## src/rtl/bloom_pkg.sv

```systemverilog
// Shared definitions for the time-sliced Bloom line engine: op codes and line-field layout.
package bloom_pkg;

  typedef enum logic [1:0] {
    OP_QUERY     = 2'b00,
    OP_INSERT    = 2'b01,
    OP_INS_QUERY = 2'b10,
    OP_AGE       = 2'b11
  } bloom_op_e;

  // Line layout from the LSB: loop stamp, bucket stamp, bloom buckets (oldest lowest).
  localparam int unsigned LOOP_LSB = 0;

  function automatic int unsigned bucket_lsb(input int unsigned loop_bits);
    return LOOP_LSB + loop_bits;
  endfunction

  function automatic int unsigned bloom_lsb(input int unsigned bits_shift,
                                            input int unsigned loop_bits);
    return LOOP_LSB + loop_bits + bits_shift;
  endfunction

  function automatic int unsigned data_width(input int unsigned num_buckets,
                                             input int unsigned bucket_sz,
                                             input int unsigned bits_shift,
                                             input int unsigned loop_bits);
    return num_buckets * bucket_sz + bits_shift + loop_bits;
  endfunction

  localparam int unsigned BUCKET_LSB = bucket_lsb(12);
  localparam int unsigned BLOOM_LSB  = bloom_lsb(4, 12);

endpackage

```

## src/rtl/bloom_line_age.sv

```systemverilog
// Combinational line aging: expires buckets older than the epoch, optionally inserts a mask
// into the newest bucket and reports whether the mask was present before insertion.
module bloom_line_age
  import bloom_pkg::*;
#(
  parameter  int unsigned NUM_BUCKETS = 14,
  parameter  int unsigned BUCKET_SZ   = 4,
  parameter  int unsigned BITS_SHIFT  = 4,
  parameter  int unsigned LOOP_BITS   = 12,
  localparam int unsigned DATA_WIDTH  = data_width(NUM_BUCKETS, BUCKET_SZ, BITS_SHIFT, LOOP_BITS)
) (
  input  logic [DATA_WIDTH-1:0] line_i,
  input  logic [BITS_SHIFT-1:0] cb_i,
  input  logic [LOOP_BITS-1:0]  cl_i,
  input  logic [BUCKET_SZ-1:0]  mask_i,
  input  logic                  insert_i,
  output logic [DATA_WIDTH-1:0] line_o,
  output logic                  hit_o
);

  localparam int unsigned B_LSB   = bucket_lsb(LOOP_BITS);
  localparam int unsigned M_LSB   = bloom_lsb(BITS_SHIFT, LOOP_BITS);
  localparam int unsigned BLOOM_W = NUM_BUCKETS * BUCKET_SZ;
  localparam int unsigned SW      = BITS_SHIFT + 2;

  logic [LOOP_BITS-1:0]  d_loop, dl;
  logic [BITS_SHIFT-1:0] d_bucket;
  logic [BLOOM_W-1:0]    bloom, aged, ins;
  logic [SW-1:0]         base, shift;
  logic [BUCKET_SZ-1:0]  any;
  logic                  keep_stamp, block_ins;

  always_comb begin
    d_loop     = line_i[LOOP_LSB +: LOOP_BITS];
    d_bucket   = line_i[B_LSB +: BITS_SHIFT];
    bloom      = line_i[M_LSB +: BLOOM_W];
    dl         = cl_i - d_loop;
    base       = SW'(NUM_BUCKETS) + SW'(cb_i);
    keep_stamp = 1'b0;
    block_ins  = 1'b0;
    shift      = '0;

    if (dl == '0) begin
      if (cb_i >= d_bucket) shift = SW'(cb_i) - SW'(d_bucket);
      else                  keep_stamp = 1'b1;
    end else if (dl == LOOP_BITS'(1)) begin
      // Previous loop: distance is NUM_BUCKETS-db+cb, clamped to [0, NUM_BUCKETS].
      if (base <= SW'(d_bucket))                         shift = '0;
      else if (base - SW'(d_bucket) >= SW'(NUM_BUCKETS)) shift = SW'(NUM_BUCKETS);
      else                                               shift = base - SW'(d_bucket);
    end else if (dl == '1) begin
      keep_stamp = 1'b1;
      block_ins  = 1'b1;
    end else begin
      shift = SW'(NUM_BUCKETS);
    end

    aged = bloom >> (shift * BUCKET_SZ);

    any = '0;
    for (int unsigned i = 0; i < NUM_BUCKETS; i++) begin
      any |= aged[i*BUCKET_SZ +: BUCKET_SZ];
    end
    hit_o = (mask_i != '0) && ((any & mask_i) == mask_i);

    ins = aged;
    if (insert_i && !block_ins) begin
      ins[(NUM_BUCKETS-1)*BUCKET_SZ +: BUCKET_SZ] =
        aged[(NUM_BUCKETS-1)*BUCKET_SZ +: BUCKET_SZ] | mask_i;
    end

    line_o                          = '0;
    line_o[M_LSB +: BLOOM_W]        = ins;
    line_o[B_LSB +: BITS_SHIFT]     = keep_stamp ? d_bucket : cb_i;
    line_o[LOOP_LSB +: LOOP_BITS]   = keep_stamp ? d_loop : cl_i;
  end

endmodule

```

## src/rtl/bloom_line_updater.sv

```systemverilog
// Read-modify-write engine for one Bloom line memory; owns the epoch timer and sequences
// read, aging/insert, write-back and response for one request at a time.
module bloom_line_updater
  import bloom_pkg::*;
#(
  parameter  int unsigned NUM_BUCKETS = 14,
  parameter  int unsigned BUCKET_SZ   = 4,
  parameter  int unsigned BITS_SHIFT  = 4,
  parameter  int unsigned LOOP_BITS   = 12,
  parameter  int unsigned ADDR_WIDTH  = 19,
  localparam int unsigned DATA_WIDTH  = data_width(NUM_BUCKETS, BUCKET_SZ, BITS_SHIFT, LOOP_BITS)
) (
  input  logic                  clk,
  input  logic                  reset_n,
  input  logic                  tick,
  input  logic                  req_valid,
  output logic                  req_ready,
  input  logic [1:0]            req_op,
  input  logic [ADDR_WIDTH-1:0] req_addr,
  input  logic [BUCKET_SZ-1:0]  req_mask,
  output logic                  resp_valid,
  output logic                  resp_hit,
  output logic [ADDR_WIDTH-1:0] resp_addr,
  output logic                  mem_rd_req,
  output logic [ADDR_WIDTH-1:0] mem_addr,
  input  logic                  mem_rd_vld,
  input  logic [DATA_WIDTH-1:0] mem_rd_data,
  output logic                  mem_wr_req,
  output logic [DATA_WIDTH-1:0] mem_wr_data,
  output logic [BITS_SHIFT-1:0] cur_bucket,
  output logic [LOOP_BITS-1:0]  cur_loop
);

  typedef enum logic [2:0] {S_IDLE, S_RD, S_WAIT, S_UPD, S_WR} state_e;

  state_e                state_q, state_d;
  logic [BITS_SHIFT-1:0] cur_bucket_q, cur_bucket_d, cb_q;
  logic [LOOP_BITS-1:0]  cur_loop_q, cur_loop_d, cl_q;
  bloom_op_e             op_q;
  logic [ADDR_WIDTH-1:0] addr_q;
  logic [BUCKET_SZ-1:0]  mask_q;
  logic [DATA_WIDTH-1:0] line_q, wr_data_q, aged_line;
  logic                  hit_q, age_hit, do_insert, do_query;

  assign do_insert = (op_q == OP_INSERT) || (op_q == OP_INS_QUERY);
  assign do_query  = (op_q == OP_QUERY)  || (op_q == OP_INS_QUERY);

  bloom_line_age #(
    .NUM_BUCKETS (NUM_BUCKETS),
    .BUCKET_SZ   (BUCKET_SZ),
    .BITS_SHIFT  (BITS_SHIFT),
    .LOOP_BITS   (LOOP_BITS)
  ) u_age (
    .line_i   (line_q),
    .cb_i     (cb_q),
    .cl_i     (cl_q),
    .mask_i   (mask_q),
    .insert_i (do_insert),
    .line_o   (aged_line),
    .hit_o    (age_hit)
  );

  always_comb begin
    cur_bucket_d = cur_bucket_q;
    cur_loop_d   = cur_loop_q;
    if (tick) begin
      if (cur_bucket_q == BITS_SHIFT'(NUM_BUCKETS - 1)) begin
        cur_bucket_d = '0;
        cur_loop_d   = cur_loop_q + LOOP_BITS'(1);
      end else begin
        cur_bucket_d = cur_bucket_q + BITS_SHIFT'(1);
      end
    end
  end

  always_comb begin
    state_d    = state_q;
    req_ready  = 1'b0;
    mem_rd_req = 1'b0;
    mem_wr_req = 1'b0;
    resp_valid = 1'b0;
    unique case (state_q)
      S_IDLE: begin
        req_ready = 1'b1;
        if (req_valid) state_d = S_RD;
      end
      S_RD: begin
        mem_rd_req = 1'b1;
        state_d    = S_WAIT;
      end
      S_WAIT:  if (mem_rd_vld) state_d = S_UPD;
      S_UPD:   state_d = S_WR;
      S_WR: begin
        mem_wr_req = 1'b1;
        resp_valid = 1'b1;
        state_d    = S_IDLE;
      end
      default: state_d = S_IDLE;
    endcase
  end

  always_ff @(posedge clk or negedge reset_n) begin
    if (!reset_n) begin
      state_q      <= S_IDLE;
      cur_bucket_q <= '0;
      cur_loop_q   <= '0;
      cb_q         <= '0;
      cl_q         <= '0;
      op_q         <= OP_QUERY;
      addr_q       <= '0;
      mask_q       <= '0;
      line_q       <= '0;
      wr_data_q    <= '0;
      hit_q        <= 1'b0;
    end else begin
      state_q      <= state_d;
      cur_bucket_q <= cur_bucket_d;
      cur_loop_q   <= cur_loop_d;
      // Snapshot takes the pre-tick epoch when a tick coincides with the accept.
      if (state_q == S_IDLE && req_valid) begin
        op_q   <= bloom_op_e'(req_op);
        addr_q <= req_addr;
        mask_q <= req_mask;
        cb_q   <= cur_bucket_q;
        cl_q   <= cur_loop_q;
      end
      if (state_q == S_WAIT && mem_rd_vld) line_q <= mem_rd_data;
      if (state_q == S_UPD) begin
        wr_data_q <= aged_line;
        hit_q     <= age_hit && do_query;
      end
    end
  end

  assign resp_hit    = hit_q;
  assign resp_addr   = addr_q;
  assign mem_addr    = addr_q;
  assign mem_wr_data = wr_data_q;
  assign cur_bucket  = cur_bucket_q;
  assign cur_loop    = cur_loop_q;

endmodule

```

## config.mk

```make
export PLATFORM = sky130hd
export DESIGN_NAME = bloom_line_updater
export DESIGN_NICKNAME = d
export VERILOG_FILES = /design/src/rtl/bloom_pkg.sv /design/src/rtl/bloom_line_age.sv /design/src/rtl/bloom_line_updater.sv
export SDC_FILE = /design/constraint.sdc
export NUM_CORES = 1
export LEC_CHECK = 0
export ABC_AREA = 1
export BUFFER_PORTS_ARGS = -buffer_cell sky130_fd_sc_hd__clkbuf_2
export CELL_PAD_IN_SITES_DETAIL_PLACEMENT = 1
export CELL_PAD_IN_SITES_GLOBAL_PLACEMENT = 2
export CORE_MARGIN = 5
export CORE_UTILIZATION = 32
export CTS_CLUSTER_SIZE = 10
export DETAILED_ROUTE_END_ITERATION = 10
export PLACE_DENSITY_LB_ADDON = 0.05
export SKIP_CTS_REPAIR_TIMING = 1
export SLEW_MARGIN = 15
export SYNTH_ARGS = -nofsm -noshare
export SYNTH_HDL_FRONTEND = slang
export SYNTH_SLANG_ARGS = --single-unit
```

## constraint.sdc

```tcl
create_clock -name clk -period 3.8 [get_ports clk]
set_input_delay 0.19 -clock clk [delete_from_list [all_inputs] [get_ports clk]]
set_output_delay 0.19 -clock clk [all_outputs]
set_load 0.1 [all_outputs]
```

==> results_dict.tcl <==
set metrics [dict create \
    drt_first_iter_violations 481 \
    final_cell_area_um2 17730 \
    finalCritPeriodShare_pct 97.22 \
    mostFrequentLayoutCells "nand2_1, clkbuf_2, dfrtp_1, nand3_1, nor2_1" \
    via_per_inst 4.949 \
    io_buffers 232 \
    ir_worst_vdd_mv 1.160 \
    io-pin-count 233 \
    worstHoldEndpoint "state_q[0]" \
    r2r_setup_slack_ps 110 \
    status "complete, no violations" \
    placed_cells 2418 \
    layout.nets 2186 \
    layoutNonFillerInstCount 2585 \
    die_h_um 207.2 \
    initial_core_util_pct 32.27 \
    power_density_nw_per_um2 983.1 \
    ys_seq_area_share_pct 41.23 \
    clock.fmax_mhz 270.7 \
    drt-wirelength-per-cell_um 19.37 \
    slew_headroom_pct 36.19 \
    drive_gt1_share_pct 31.70 \
    htreeDepth 1 \
    yosys_warnings 0 \
    clkLatencyLatePin_ps 540 \
    avgSynthCellArea_um2 7.563 \
    core_area_um2 38560 \
    cp.required_ps 4280 \
    clkSlewWorstSetupHoldPaths_ps 60 \
    rsz0062_at_grt "true" \
    antenna_found_initial 1 \
    grt_start_max_net_pins 102 \
    maxCapViolations 0 \
    fin_worst_skew_ps 10.51 \
    synth_nets 1772 \
    crit_path_end_kind "register" \
    utilization_pct 45.97 \
    grt_pass1_wl_um 73300 \
    grt_overflow 0 \
    min_path_type "in -> reg" \
    synth-edff-count 0 \
    setup_viol 0 \
    syn_area_um2 12440 \
    area_growth_pct 42.47 \
    hp-start "mem_rd_vld" \
    dieArea_um2 42920 \
    start_kind "register" \
    fp.dieW_um 207.2 \
    min_period_ps 3694 \
    critPathArrivalTime_ps 4170 \
    final_common_cell "nand2_1" \
    synth_seq_cells 205 \
    leakagePower_nw 8.893 \
    wirelength_um 50080 \
    startpoint "line_q[0]" \
    final.setup.tns_ps 0 \
    async_reset_ff_share_pct 100.0 \
    path_class "reg -> reg" \
    track_usage_pct 21.13 \
    ff2ff_path_depth 25 \
    worst_r2r_startpoint "line_q[0]" \
    gp_congestion 0.8971 \
    vias 12790 \
    root_buffer "clkbuf_16" \
    rows 72 \
    cts.sinks 205 \
    ant_nets 0 \
    syn_inst 1645 \
    slew_violations 0 \
    worst_slack_ps 105.7 \
    rr_endpoint "resp_hit" \
    dp_slack_ps -192.9 \
    worst-path-max-fanout 8 \
    ys.flop_type "dfrtp_1" \
    ys_types 40 \
    finalHoldViolCount 0 \
    drc 0 \
    min_path_cells 4 \
    cts_made_buffers 25 \
    cts_buffer_depth 3 \
    grt_pass1_vias 13020 \
    worst_pin_slew_ps 951.3 \
    place_hpwl_um 36290 \
    dr.pass1.iters 5 \
    postPlaceCellArea_um2 14870 \
    cts_tree "yes" \
]
synth_stat cells (4+ instances only):
| library cell | number | area [µm²] |
|---|---|---|
| buf_2 | 24 | 120.1 |
| clkbuf_1 | 40 | 150.1 |
| inv_2 | 4 | 15.01 |
| o21ai_1 | 16 | 80.08 |
| buf_4 | 28 | 210.2 |
| inv_1 | 138 | 518.0 |
| o211ai_2 | 5 | 62.56 |
| nand3_1 | 242 | 1211 |
| mux2_2 | 82 | 923.4 |
| clkinv_1 | 4 | 15.01 |
| nand2_1 | 415 | 1558 |
| nand3b_1 | 4 | 30.03 |
| a21oi_1 | 79 | 395.4 |
| dfrtp_1 | 205 | 5130 |
| o211ai_1 | 10 | 75.07 |
| ha_1 | 22 | 275.3 |
| xor2_1 | 15 | 131.4 |
| nand2_2 | 4 | 25.02 |
| nor2_1 | 177 | 664.4 |
| nand4_1 | 23 | 143.9 |
| a31oi_1 | 12 | 75.07 |
| nor3_1 | 12 | 60.06 |
| o21ai_0 | 55 | 275.3 |
cell families after synthesis:
family,Yosys count,synth area share [%]
buffers and inverters,245,8.679
adder cells (fa/ha/maj),25,2.695
multiplexers,82,7.422
AND/OR/NAND/NOR,889,30.57
AO/OA/AOI/OAI,182,8.206
flip-flops,205,41.23
XOR/XNOR,17,1.197
cell type report:
type | count | area (µm²)
clock buffers | 31 | 668.1
clock inverters | 3 | 43.79
repair buffers | 484 | 3739
multi-input cells | 1196 | 6929
fillers | 4713 | 20830
diodes | 1 | 2.502
flip-flops and latches | 205 | 5132
well taps | 518 | 648.1
inverters | 147 | 563.0
state kept, by name, indices dropped and copies added (netlist names), 4 cells and up:
| register | cells |
|---|---|
| mem_addr | 19 |
| mask_q | 4 |
| line_q | 72 |
| cl_q | 12 |
| cur_loop | 12 |
| cb_q | 4 |
| mem_wr_data | 72 |
| cur_bucket | 4 |
routing by layer:
metal	global-route usage [%]	part of all wire, %
met1	24.15	39
met2	40.58	54
met3	2.980	3.0
met4	6.361	3.4
met5	0	0
worst max-delay path by stage:
stage / cells past startpoint / to / slack, ps
after floorplan: 3 / resp_valid / 410
after global placement: 25 / resp_hit / -130
after detailed placement: 27 / resp_hit / -190
after CTS: 27 / resp_hit / -210
after global routing: 26 / resp_hit / -180
final: 25 / resp_hit / 110
critical path, cell delays in order (launching register included):
cell	delay (ps)
dfrtp_1	400
ha_4	180
fa_2	420
inv_2	100
nand2_2	60
nand3_1	70
nand2_1	60
nand2_2	110
nand2_4	80
nor3_4	300
buf_12	160
nand2_8	80
nand2_8	130
nand2_8	100
clkbuf_16	190
clkbuf_4	170
buf_4	150
o211ai_4	170
nand3_2	100
nand3_1	100
nand3_2	110
nand2_1	90
inv_1	40
nand3_1	100
nand3_1	90
nand2_1	60
power by group:
part / leakage, nW / internal, W / switching [W]
combinational: 6.11 / 0.00280 / 0.00853
clock: 0.350 / 0.00128 / 0.000903
sequential: 2.44 / 0.00321 / 0.000699
total: 8.89 / 0.00729 / 0.0101
metrics by stage:
| stage | total power (W) | hold WS, ps |
|---|---|---|
| 2_1_floorplan | 0.01235 | -105.6 |
| 3_3_place_gp | 0.01458 | 360.8 |
| 3_5_place_dp | 0.01472 | 360.2 |
| 4_1_cts | 0.01699 | -212.2 |
| 5_1_grt | 0.01857 | 200.7 |
| 6_report | 0.01743 | 182.6 |
Power figures use the tool's default switching activity.
